File: config.mk
export PLATFORM = sky130hd
export DESIGN_NAME = ov7670_frame_writer
export DESIGN_NICKNAME = d
export VERILOG_FILES = /design/src/rtl/ov7670_frame_writer.sv
export SDC_FILE = /design/constraint.sdc
export NUM_CORES = 1
export LEC_CHECK = 0
export CORE_MARGIN = 8
export CORE_UTILIZATION = 45
export DETAILED_ROUTE_END_ITERATION = 12
export HOLD_SLACK_MARGIN = 0.1
export MAX_ROUTING_LAYER = met4
export PLACE_DENSITY = 0.81
export SYNTH_ARGS = -nofsm -noshare
export SYNTH_HDL_FRONTEND = slang
export SYNTH_SLANG_ARGS = --single-unit
File: constraint.sdc
create_clock -name clk -period 2.1 [get_ports clk]
set_clock_uncertainty 0.15 [all_clocks]
set_input_delay 0.42 -clock clk [delete_from_list [all_inputs] [get_ports clk]]
set_output_delay 0.42 -clock clk [all_outputs]
set_load 0.05 [all_outputs]
File: src/rtl/ov7670_frame_writer.sv
// ov7670_frame_writer: OV7670 byte-stream to RGB565 frame-buffer write port
// Ports: clk (camera PCLK), reset_n (async active-low), vsync/href/data (camera bus),
//        we/wAddr/wData (frame buffer write port), frame_done (end-of-frame pulse)
module ov7670_frame_writer #(
   parameter int H_PIXELS = 320,
   parameter int V_LINES  = 240,
   parameter int ADDR_W   = 17
) (
   input  logic              clk,
   input  logic              reset_n,
   input  logic              vsync,
   input  logic              href,
   input  logic [7:0]        data,
   output logic              we,
   output logic [ADDR_W-1:0] wAddr,
   output logic [15:0]       wData,
   output logic              frame_done
);
   localparam int X_W = $clog2(H_PIXELS + 1);
   localparam int Y_W = $clog2(V_LINES + 1);
   typedef enum logic [1:0] {SYNC, BLANK, ACTIVE} state_t;
   state_t            state_q, state_d;
   logic [X_W-1:0]    x_q, x_d;
   logic [Y_W-1:0]    y_q, y_d;
   logic [ADDR_W-1:0] line_base_q, line_base_d, waddr_q, waddr_d;
   logic [15:0]       wdata_q, wdata_d;
   logic [7:0]        hi_q, hi_d;
   logic              phase_q, phase_d, we_q, we_d, fd_q, fd_d, vsync_q, href_q;
   always_comb begin
      state_d     = state_q;
      x_d         = x_q;
      y_d         = y_q;
      line_base_d = line_base_q;
      hi_d        = hi_q;
      phase_d     = phase_q;
      we_d        = 1'b0;
      waddr_d     = waddr_q;
      wdata_d     = wdata_q;
      fd_d        = 1'b0;
      case (state_q)
         SYNC:  if (vsync) state_d = BLANK;
         BLANK: if (vsync_q && !vsync) begin
            x_d         = '0;
            y_d         = '0;
            line_base_d = '0;
            phase_d     = 1'b0;
            state_d     = ACTIVE;
         end
         ACTIVE: begin
            if (!vsync_q && vsync) begin
               fd_d    = 1'b1;
               state_d = BLANK;
            end
            if (href) begin
               if (!phase_q) begin
                  hi_d    = data;
                  phase_d = 1'b1;
               end else begin
                  phase_d = 1'b0;
                  if (x_q < X_W'(H_PIXELS) && y_q < Y_W'(V_LINES)) begin
                     we_d    = 1'b1;
                     wdata_d = {hi_q, data};
                     waddr_d = line_base_q + ADDR_W'(x_q);
                  end
                  if (x_q != X_W'(H_PIXELS)) x_d = x_q + 1'b1;
               end
            end else if (href_q) begin
               // line end; a trailing unpaired byte is dropped via the phase reset
               phase_d = 1'b0;
               if (x_q != '0) begin
                  x_d = '0;
                  // once lines saturate, line_base is frozen so it can never wrap
                  if (y_q != Y_W'(V_LINES)) begin
                     y_d         = y_q + 1'b1;
                     line_base_d = line_base_q + ADDR_W'(H_PIXELS);
                  end
               end
            end
         end
         default: state_d = SYNC;
      endcase
   end
   always_ff @(posedge clk or negedge reset_n) begin
      if (!reset_n) begin
         state_q     <= SYNC;
         x_q         <= '0;
         y_q         <= '0;
         line_base_q <= '0;
         hi_q        <= '0;
         phase_q     <= 1'b0;
         we_q        <= 1'b0;
         waddr_q     <= '0;
         wdata_q     <= '0;
         fd_q        <= 1'b0;
         vsync_q     <= 1'b1;
         href_q      <= 1'b0;
      end else begin
         state_q     <= state_d;
         x_q         <= x_d;
         y_q         <= y_d;
         line_base_q <= line_base_d;
         hi_q        <= hi_d;
         phase_q     <= phase_d;
         we_q        <= we_d;
         waddr_q     <= waddr_d;
         wdata_q     <= wdata_d;
         fd_q        <= fd_d;
         vsync_q     <= vsync;
         href_q      <= href;
      end
   end
   assign we         = we_q;
   assign wAddr      = waddr_q;
   assign wData      = wdata_q;
   assign frame_done = fd_q;
endmodule

; Word level (Yosys, flattened, before mapping)
; Cells that the tools add are included.
[classes]
n_addsub = 4
eq_ne = 15
reduce_logical = 14
n_mux = 34
n_lt_le_gt_ge = 2
bitwise_logic = 1
[op_table]
columns = operator, n
row1 = 17-bit 2-to-1 mux, 5
row2 = 9-bit 2-to-1 mux, 6
row3 = 8-bit 2-to-1 mux, 5
row4 = 17-bit case mux with 2 select lines, 1
row5 = 9-bit case mux with 2 select lines, 1
row6 = 17-bit by 9-bit adder with 17-bit output, 1
row7 = 17-bit by 9-bit adder with 17-bit output (second input constant), 1
row8 = 8-bit case mux with 2 select lines, 1
row9 = 2-bit != test (second input constant), 7
row10 = 3-bit != test (second input constant), 4
row11 = 6-bit AND reduction, 2
row12 = 1-bit 2-to-1 mux, 10
row13 = 9-bit by 1-bit adder with 9-bit output (second input constant), 1
row14 = 9-bit < comparator (second input constant), 1
row15 = 9-bit != test (second input constant), 1
row16 = 3-bit AND reduction, 3
row17 = 9-bit nonzero test, 1
row18 = 8-bit by 1-bit adder with 8-bit output (second input constant), 1
row19 = 8-bit < comparator (second input constant), 1
row20 = 8-bit != test (second input constant), 1
row21 = 2-bit 2-to-1 mux, 3
row22 = 2-bit case mux with 3 select lines, 1
row23 = 4-bit AND reduction, 1
row24 = 1-bit logical AND, 3
row25 = other kinds (7), 8
[word_totals]
out_inout_bits = 35
wordCells = 82
in_bits = 12
reg_bits = 82

; Logic depth before layout (Yosys ltp)
[logic_depth]
word_depth = 6
mapped_depth = 8

; Least setup slack after synthesis
; Ideal clock, no wire load.
[synth_timing]
kind = reg2reg
startpoint = register x_q[0]
endpoint = register line_base_q[10]
path_stages_with_launch = 9
required_ns = 1.813
path_slack_ns = -0.030
n_path_buf = 2
synth_period_minus_slack_ns = 2.130
arrival_ns = 1.842
cell_sequence = dfrtp_1 > inv_1 > ha_1 > or4b_1 > o21a_1 > buf_2 > buf_2 > a21oi_1 > a21oi_1
[synth_via]
elab_chain_cells = 3
[synth_lines]
columns = element, line
row1 = from (decl), 23  ; logic [X_W-1:0] x_q, x_d;
row2 = from (signal assigned), 86  ; x_q <= '0;
row3 = from (signal assigned), 99  ; x_q <= x_d;
row4 = 9-bit nonzero test, 70  ; if (x_q != '0) begin
row5 = 2-bit != test (no source line), --
row6 = 6-bit AND reduction (no source line), --
row7 = to (signal assigned), 101  ; line_base_q <= line_base_d;
row8 = to (decl), 25  ; logic [ADDR_W-1:0] line_base_q, line_base_d, waddr_q, waddr_d;
; No other way between the ends.
; A chain may end at the register's enable or synchronous reset.

; Final worst setup path
[layout_timing]
startpoint = register x_q[1]
endpoint = register line_base_q[14]
; Same word-level chain as after synthesis.

==> flow_summary_export.csv <==
group,metric,value,unit
placement,pre_cts_slack,-204,ps
setup_path,cp-startpoint,"x_q[1]$_DFFE_PN0P_",
synthesis,yosys_warnings,0,
finish,area_growth,31.3,%
hold_path,hp-class,"reg -> reg",
floorplanning,row_count,33,
floorplanning,core,8090,sq um
pwr,max-vdd-ir-drop,720,uV
floorplanning,io_pins,47,
drt,wl,9070,um
setup_path,cp.required,2170,ps
hold_path,hp-start,"wAddr[15]$_DFFE_PN0P_",
drt,drc,0,
sta,post-route-period-util,0.982,
sta,slew_headroom,0.651,
pwr,power_density,850,nW/um^2
setup_path,worstSetupStartpointType,"flop",
finish,final_nets,434,
drt,vias_per_cell,5.87,
synthesis,yosysTopAreaCellShare,0.508,
clock_tree,cts_sinks,76,
global_routing,antenna_found_initial,0,
placement,place_hpwl,6140,um
finish,finalNonFillerCells,524,
synthesis,seq_area_frac_synth,0.515,
clock_tree,cts_made_buffers,9,
sta,max_freq,485,MHz
sta,period_needed,2060,ps
clock_tree,clockBufferDepth,2,
sta,setup_tns,0,ps
drt,first_pass_iters,4,
clock_tree,root_buffer,"clkbuf_8",
pwr,p_switching,1.45,mW
synthesis,yosysMostFrequentCell,"dfrtp_1",
floorplanning,die_w,107,um
sta,hold_viol,0,
synthesis,netlist_area,3690,sq um
clock_tree,htreeDepth,3,
finish,utilization,0.599,
clock_tree,cts_tree,"yes",
synthesis,syn_inst,336,
floorplanning,start_util,0.456,
setup_path,worstPathArrival,2140,ps
setup_path,critPathMaxFanout,5,
global_routing,grt_use_total,0.160,
synthesis,synth.area.top_cells,"dfrtp_1, mux2_2, o21ai_0",
setup_path,worstSetupPathType,"reg -> reg",
global_routing,grt_max_degree,42,
sta,setup_viol,0,
finish,drive_gt1_frac,0.277,
placement,port_buffers,46,
drt,drtIter0Drc,187,
synthesis,yosys.area.top_type,"dfrtp_1",
pwr,power.leakage,2.37,nW
synthesis,synth_edf_count,0,
pwr,seqPwrFrac,0.447,
global_routing,grt_pass1_wl,14300,um
drt,wire_per_inst,17.3,um
placement,gp_congestion,0.868,
finish,fin_area,4850,sq um
setup_path,end_kind,"flop",
finish,nFillCells,642,
sta,drv_slew,0,
synthesis,ys_async_sr_fraction,1.00,
synthesis,synth_common_cells,"dfrtp_1, mux2_2, o21ai_0",
synthesis,ys_ff_latch,76,
sta,fin_ws,38.0,ps
clock_tree,clk-insertion-delay-late,350,ps
clock_tree,clk_pin_slew,90,ps
global_routing,grt_overflow,0,
drt,vias,3075,
pwr,power,4.12,mW
setup_path,timing.rr.start,"x_q[1]$_DFFE_PN0P_",
finish,antennaDiodeCount,0,
global_routing,grt_pass1_vias,2905,
pwr,swShare,0.351,
synthesis,syn_nets,356,
synthesis,synth_flop_cell,"dfrtp_1",
placement,postPlaceCellArea,4500,sq um
drt,ant_nets,0,
placement,placed_cells,503,
pwr,combPwrFrac,0.269,
synthesis,synth.distinct_cells,56,
pwr,clkPwrFrac,0.284,
pwr,intPower,2.68,mW
floorplanning,dieHeight,107,um
floorplanning,die-area,11400,sq um
job,max-cap-violations,0,
synthesis,avgSynthCellArea,11.0,sq um
sta,fin_hold_ws,331,ps
run_status,status,"finished clean",
sta,worstMarginPinSlew,523,ps
-- cells in the final DEF (no fill, tap or decap), types with 3 or more instances in the layout --
| master | synthesis | routed |
|---|---|---|
| xnor2_1 | 8 | 8 |
| a21o_1 | 6 | 6 |
| clkdlybuf4s50_1 | 0 | 10 |
| inv_1 | 13 | 11 |
| o211ai_1 | 3 | 3 |
| nand2_1 | 24 | 24 |
| and3_1 | 5 | 5 |
| dfrtp_1 | 75 | 75 |
| mux2_2 | 29 | 29 |
| buf_4 | 0 | 38 |
| o31ai_1 | 4 | 4 |
| a21oi_1 | 12 | 12 |
| nand2b_1 | 4 | 4 |
| a211oi_1 | 4 | 4 |
| clkbuf_8 | 0 | 9 |
| ha_1 | 8 | 7 |
| nand3_1 | 13 | 12 |
| and4_1 | 4 | 4 |
| dlymetal6s2s_1 | 0 | 7 |
| nor3b_1 | 4 | 4 |
| nor2_1 | 10 | 10 |
| o21ai_0 | 29 | 28 |
| dlygate4sd2_1 | 0 | 18 |
| a31oi_1 | 16 | 14 |
| nand4_1 | 4 | 4 |
| o41ai_1 | 8 | 8 |
| buf_12 | 0 | 5 |
-- critical path: stages, from the launching register on --
cell and delay, ps:
dfrtp_1 400, inv_2 90, ha_4 130, or4b_4 500, o21a_4 270, buf_12 140
a31oi_1 190, a31oi_1 60
-- worst paths after layout --
check	endpoint	slack (ps)	cells after the start
setup / recovery	line_base_q[14]$_DFFE_PN0P_	40	7
setup reg to reg	line_base_q[14]$_DFFE_PN0P_	40	7
min in group asynchronous	wData[4]$_DFFE_PN0P_	340	2
hold / removal	wAddr[15]$_DFFE_PN0P_	330	2
hold reg to reg	wAddr[15]$_DFFE_PN0P_	330	2
max in group asynchronous	line_base_q[12]$_DFFE_PN0P_	820	3
-- state kept, by name, indices dropped and copies added (netlist names) --
signal and count:
vsync_q 1, x_q 9, phase_q 1, wData 16, wAddr 17, line_base_q 11
y_q 8, state_q 2, we 1, href_q 1, hi_q 8, frame_done 1
-- power by group through the flow --
stage                     Sequential, mW  Clock [mW]  Combinational, mW
after global placement              1.85           0               1.12
after detailed placement            1.87           0               1.14
final                               1.84        1.17               1.11
after global routing                1.86        1.26               1.18
after CTS                           1.84        1.20               1.10
after floorplan                     2.23           0              0.353
-- metal layers --
metal / track usage / part of all wire / vias to the layer above
met2: 0.270 / 0.53 / 103
met3: 0.0402 / 0.050 / 17
met5: - / 0 / -
met1: 0.183 / 0.40 / 1544
met4: 0.0563 / 0.017 / 0
li1: - / - / 1411
-- timing repair --
action,4_1_cts,5_1_grt
cloned,0,2
hold buffers,1,0
pin swaps,0,4
hold endpoints to repair,13,0
buffers inserted,0,2
setup endpoints to repair,18,26
gates resized for setup,18,23
-- layout make-up --
type / instances / area, sq um / area share
repair buffers: 84 / 818 / 0.169
multi-input cells: 230 / 1740 / 0.359
well taps: 105 / 131 / 0.0271
flip-flops and latches: 76 / 1900 / 0.392
inverters: 13 / 48.8 / 0.0101
clock inverters: 7 / 83.8 / 0.0173
clock buffers: 9 / 124 / 0.0255
-- kinds of logic (layout without fill, tap and decap cells) --
| kind of cell | Yosys count | after routing | synth area share |
|---|---|---|---|
| AOI/OAI and AO/OA | 100 | 100 | 0.188 |
| and+or+nand+nor | 84 | 84 | 0.126 |
| DFF | 76 | 76 | 0.515 |
| adders and majority gates | 8 | 8 | 0.0271 |
| muxes | 30 | 30 | 0.0911 |
| xor gates and xnor gates | 8 | 8 | 0.0190 |
| buffers and inverters | 30 | 113 | 0.0342 |
Power figures use the tool's default switching activity.
